===== src/rtl/md_sched.sv =====
// Purpose: sequencing/hazard control for the MIPS multiply/divide unit (start, busy, commit, HI/LO writes, D stall).
// Latency: start combinational in cycle t; busy t+1..t+N; commit in t+N (N = MULT_CYCLES or DIV_CYCLES).
// Backpressure: stall freezes F/D while an MD-class op in D would collide with a starting or running calc.
module md_sched #(
    parameter int MULT_CYCLES = 5,
    parameter int DIV_CYCLES  = 10
) (
    input  logic       clk,
    input  logic       reset,
    input  logic       op_valid_E,
    input  logic [3:0] MDop_E,
    input  logic       is_md_D,
    input  logic       abort,
    output logic       start,
    output logic       busy,
    output logic [3:0] calc_op,
    output logic       commit,
    output logic       hi_we,
    output logic       lo_we,
    output logic       stall,
    output logic       proto_err
);

    localparam logic [0:0] S_IDLE = 1'b0;
    localparam logic [0:0] S_RUN  = 1'b1;

    localparam logic [4:0] MULT_N = 5'(MULT_CYCLES);
    localparam logic [4:0] DIV_N  = 5'(DIV_CYCLES);

    localparam logic [3:0] OP_MULTU = 4'd2;
    localparam logic [3:0] OP_DIVU  = 4'd4;
    localparam logic [3:0] OP_MTHI  = 4'd7;
    localparam logic [3:0] OP_MTLO  = 4'd8;

    logic [0:0] state_q, state_d;
    logic [4:0] cnt_q, cnt_d;
    logic [3:0] calc_op_q, calc_op_d;
    logic       proto_err_q, proto_err_d;

    logic is_calc_op;
    logic is_mt_op;
    logic in_idle;
    logic in_run;
    logic last_cycle;
    logic accept;

    assign is_calc_op = (MDop_E != 4'd0) && (MDop_E <= OP_DIVU);
    assign is_mt_op   = (MDop_E == OP_MTHI) || (MDop_E == OP_MTLO);
    assign in_idle    = (state_q == S_IDLE);
    assign in_run     = (state_q == S_RUN);
    assign last_cycle = in_run && (cnt_q == 5'd1);
    assign accept     = op_valid_E && is_calc_op && in_idle;

    // Combinational strobes are gated by reset so nothing leaks out while the block is held in reset.
    assign start     = reset && accept && !abort;
    assign busy      = in_run;
    assign calc_op   = calc_op_q;
    assign commit    = reset && last_cycle && !abort;
    assign hi_we     = reset && op_valid_E && (MDop_E == OP_MTHI) && in_idle && !abort;
    assign lo_we     = reset && op_valid_E && (MDop_E == OP_MTLO) && in_idle && !abort;
    assign stall     = reset && is_md_D && (start || busy);
    assign proto_err = proto_err_q;

    always_comb begin
        state_d     = state_q;
        cnt_d       = cnt_q;
        calc_op_d   = calc_op_q;
        proto_err_d = proto_err_q;

        if (in_idle) begin
            if (start) begin
                state_d   = S_RUN;
                calc_op_d = MDop_E;
                cnt_d     = (MDop_E <= OP_MULTU) ? MULT_N : DIV_N;
            end
        end else begin
            // Abort and the final count both drop back to IDLE; abort only differs by hiding commit.
            if (abort || last_cycle) begin
                state_d   = S_IDLE;
                cnt_d     = 5'd0;
                calc_op_d = 4'd0;
            end else begin
                cnt_d = cnt_q - 5'd1;
            end
            if (op_valid_E && (is_calc_op || is_mt_op)) begin
                proto_err_d = 1'b1;
            end
        end
    end

    always_ff @(posedge clk or negedge reset) begin
        if (!reset) begin
            state_q     <= S_IDLE;
            cnt_q       <= 5'd0;
            calc_op_q   <= 4'd0;
            proto_err_q <= 1'b0;
        end else begin
            state_q     <= state_d;
            cnt_q       <= cnt_d;
            calc_op_q   <= calc_op_d;
            proto_err_q <= proto_err_d;
        end
    end

endmodule


===== config.mk =====
export PLATFORM = sky130hd
export DESIGN_NAME = md_sched
export DESIGN_NICKNAME = d
export VERILOG_FILES = /design/src/rtl/md_sched.sv
export SDC_FILE = /design/constraint.sdc
export NUM_CORES = 1
export LEC_CHECK = 0
export CORE_UTILIZATION = 40
export DETAILED_ROUTE_END_ITERATION = 8
export GPL_TIMING_DRIVEN = 0
export HOLD_SLACK_MARGIN = 0.12
export PLACE_DENSITY = 0.7
export SYNTH_ARGS = -nofsm -noshare
export SYNTH_HDL_FRONTEND = slang
export SYNTH_SLANG_ARGS = --single-unit

===== constraint.sdc =====
create_clock -name clk -period 1.4 [get_ports clk]
set_input_delay 0.14 -clock clk [delete_from_list [all_inputs] [get_ports clk]]
set_output_delay 0.14 -clock clk [all_outputs]
set_load 0.01 [all_outputs]

==> impl_summary.md <==
Pwr
The share of total power dissipated in sequential elements is 0.373. Of the total power, the share spent switching nets is 0.361. The relative contribution of the clock network to total power is 0.182. The overall power consumption is 1.29 mW.

The analysis attributes to cell leakage a power of 0.541 nW. The proportion of power drawn by combinational gates is 0.445. In this run the power density over the cells is 1020 nW/um^2. The worst-case IR drop observed on VDD is 0.716 mV.

The analysis attributes to net switching a power of 0.465 mW. The internal portion of the total power is 0.824 mW.

Global routing
After global routing the overflow that remains totals 0. The number of global-route vias before repair is 812. The maximum number of pins on one net before global-route repair is 12. The total routing usage reported by global routing is 0.252. The first global-routing pass estimated 3.70 mm of wire. The initial antenna violation count came to 0.

Worst setup path
The path depth of the worst reg2reg path is 6. The arrival time reported for the critical path endpoint is 1740 ps. Across all register-to-register paths, the minimum setup slack is -290 ps.

The critical path start-end classification is flop to primary output. The critical path required time is 1260 ps. The critical path startpoint category is a flop.

The worst register-to-register path ends at cnt_q[3]$_DFFE_PN0P_. The startpoint of the most critical register-to-register path is cnt_q[1]$_DFFE_PN0P_. STA classifies the critical path endpoint as a primary output. Of all nets on the critical path, the largest fanout is 2.

Floorplan
The core region is 1760 um^2. 20 I/O pins were placed. The floorplan die width is 46.1 um.

For this configuration, the core starts out at a cell density of 0.440. The area enclosed by the die boundary is 2120 um^2. The row count is 15. The height of the chip is 46.1 um.

Timing
Setup violations remaining at the end of the flow were counted as 15. The final cycle utilization of the critical path is 1.34. The hold violation count in the final report is 0. The tightest hold path in the finished design has a slack of 199 ps. The final number of max-transition violations was 0. The setup slack of the critical path after layout is -475 ps.

The normalized max-slew margin is 0.517. For the final database, setup skew stands at 7.46 ps. The final sum of negative setup slack is -2590 ps. The time the worst path needs with I/O delays and setup is 1880 ps. The maximum achievable frequency is 533 MHz. For the pin with the worst max-slew slack, the measured transition is 723 ps. Setup repair after global routing could not meet its margin everywhere.

Routing
After the first detailed-routing iteration, the DRC count stood at 11. Using the TritonRoute via totals, the vias-per-cell ratio works out to 5.82. Once detail routing completed, the nets flagged for antenna violations numbered 0. The routed via count is 827.

After detailed routing, the total wire length is 2.40 mm. The average wire length per cell after detail routing is 16.9 um. The remaining design rule violation count is 0. The number of detailed-route iterations in the first pass is 4.

Logic synthesis
The synthesized area is 777 um^2. Counting flops with a built-in enable in the synthesized netlist gives 0. The fraction of synthesis flops using an asynchronous set or reset pin is 1.00.

The post-synthesis sequential element count is 11. The largest area contributor in the netlist is sky130_fd_sc_hd__dfrtp_1. After technology mapping, the gate count stands at 79. Yosys instantiated no cell more often than sky130_fd_sc_hd__dfrtp_1. The Yosys step of the flow raised 0 warnings. The share of synthesized area in the top cell type comes to 0.354. The most used flip-flop cell after synthesis is sky130_fd_sc_hd__dfrtp_1.

The register area share after synthesis is 0.354. The mean area per synthesized cell is 9.84 um^2. After synthesis, the most frequently instantiated cells are sky130_fd_sc_hd__dfrtp_1, sky130_fd_sc_hd__inv_1. Ranked by total cell area, the synthesized netlist is headed by sky130_fd_sc_hd__dfrtp_1, sky130_fd_sc_hd__inv_1, sky130_fd_sc_hd__nor4b_1, sky130_fd_sc_hd__o2111ai_1, sky130_fd_sc_hd__ha_1.

When the netlist entered floorplanning its net count stood at 90. Yosys mapped the design onto 38 distinct sky130hd cell types.

Outcome
The run finished, with violations left. The final reports fail on negative setup slack.

Layout
The number of antenna diodes in the final layout is 0. The final instance area is 1270 um^2. The net count of the finished layout is 129.

The signed area change from the synthesized netlist to the final layout is 63.1%. The share of layout cells above drive strength 1 is 0.436.

Worst hold path
The startpoint identified for the worst hold timing path is MDop_E[1]. The worst hold path class is input pin to flop. The worst hold path depth is 3. For hold timing, the worst endpoint is calc_op[1]$_DFFE_PN0P_.

Clock network
For this design, the sink count on the clock tree is 11. At the later pin of the worst-skew pair, clock insertion delay measures 280 ps. After clock tree synthesis, the clock-pin slew on the worst setup and hold paths is 90 ps. TritonCTS built the clock tree.

The number of levels the H-tree was split into is 1. Counting along the longest clock path gives a buffer depth of 2. The number of buffers created by CTS is 3. The cell at the root of the clock tree is sky130_fd_sc_hd__clkbuf_4.

Run
The count of maximum capacitance violations is 0.

Placement
Routability-driven placement finished with a final weighted congestion of 0.880. Port buffering added 16 buffers. The post-place setup slack is -1300 ps.

The post-detailed-placement cell area is 1020 um^2. Summed over all nets, the half-perimeter wirelength after detailed placement is 1.37 mm.
==> critical path, stage by stage, from the launching register on <==
cell                      delay, ps
sky130_fd_sc_hd__dfrtp_1        390
sky130_fd_sc_hd__inv_2           80
sky130_fd_sc_hd__ha_4           120
sky130_fd_sc_hd__or4b_4         480
sky130_fd_sc_hd__nor4b_4        220
sky130_fd_sc_hd__buf_2          170
==> metal layers <==
layer / vias up / routed length (um) / global-route usage
met4: 0 / 77 / 0.147
met5: - / 0 / 0
met2: 30 / 1170 / 0.397
met3: 8 / 131 / 0.0549
li1: 394 / - / -
met1: 395 / 1020 / 0.316
==> state kept, by name, indices dropped and copies added (netlist names) <==
| signal | cells |
|---|---|
| proto_err | 1 |
| busy | 1 |
| calc_op | 4 |
| cnt_q | 5 |
==> power groups by stage <==
stage / Clock, mW / Combinational (mW) / Sequential (mW)
3_5_place_dp: 0 / 0.369 / 0.484
6_report: 0.234 / 0.574 / 0.481
2_1_floorplan: 0 / 0.208 / 0.484
4_1_cts: 0.236 / 0.536 / 0.476
5_1_grt: 0.252 / 0.617 / 0.490
3_3_place_gp: 0 / 0.360 / 0.480
==> layout make-up <==
cell class / count / area [um^2]
well taps: 25 / 31.3
multi-input cells: 57 / 593
inverters: 8 / 36.3
fillers: 143 / 497
flip-flops and latches: 11 / 277
plain buffers: 3 / 21.3
repair buffers: 34 / 282
clock buffers: 3 / 22.5
clock inverters: 1 / 5.00
==> kinds of logic after synthesis <==
kind of cell / count (synthesis) / share of synthesized area
AOI/OAI and AO/OA: 23 / 0.256
adders and majority gates: 2 / 0.0322
buffers and inverters: 11 / 0.0660
DFF: 11 / 0.354
muxes: 2 / 0.0258
and+or+nand+nor: 30 / 0.266
==> through the flow <==
stage	std cells	util
floorplan	79	-
global placement	120	0.581
detailed placement	120	0.581
CTS	139	0.687
global route	142	0.718
finish	142	0.718
==> cell usage in the layout (no fill, tap or decap), types with 3 or more instances in the layout <==
| cell type | count |
|---|---|
| sky130_fd_sc_hd__buf_4 | 13 |
| sky130_fd_sc_hd__dfrtp_1 | 10 |
| sky130_fd_sc_hd__buf_2 | 7 |
| sky130_fd_sc_hd__clkdlybuf4s50_1 | 7 |
| sky130_fd_sc_hd__buf_6 | 6 |
| sky130_fd_sc_hd__inv_1 | 5 |
| sky130_fd_sc_hd__nand2_1 | 3 |
| sky130_fd_sc_hd__clkbuf_4 | 3 |
==> worst max path at each step <==
stage / end / slack [ps] / start / cells after the start
floorplan: cnt_q[3]$_DFFE_PN0P_ / -90 / cnt_q[1]$_DFFE_PN0P_ / 5
global placement: stall / -1270 / reset / 5
detailed placement: stall / -1300 / reset / 5
CTS: stall / -470 / abort / 5
global route: commit / -510 / cnt_q[1]$_DFFE_PN0P_ / 5
finish: commit / -480 / cnt_q[1]$_DFFE_PN0P_ / 5
==> what timing repair did <==
item / in CTS / in global routing
endpoints found under the setup margin: 16 / 15
setup buffers: 15 / 4
resized for setup: 40 / 9
hold buffers: 1 / 0
cloned: 0 / 0
hold endpoints to repair: 11 / 0
pin swaps: 8 / 0
Note: power is estimated with default switching activity, not from simulation.
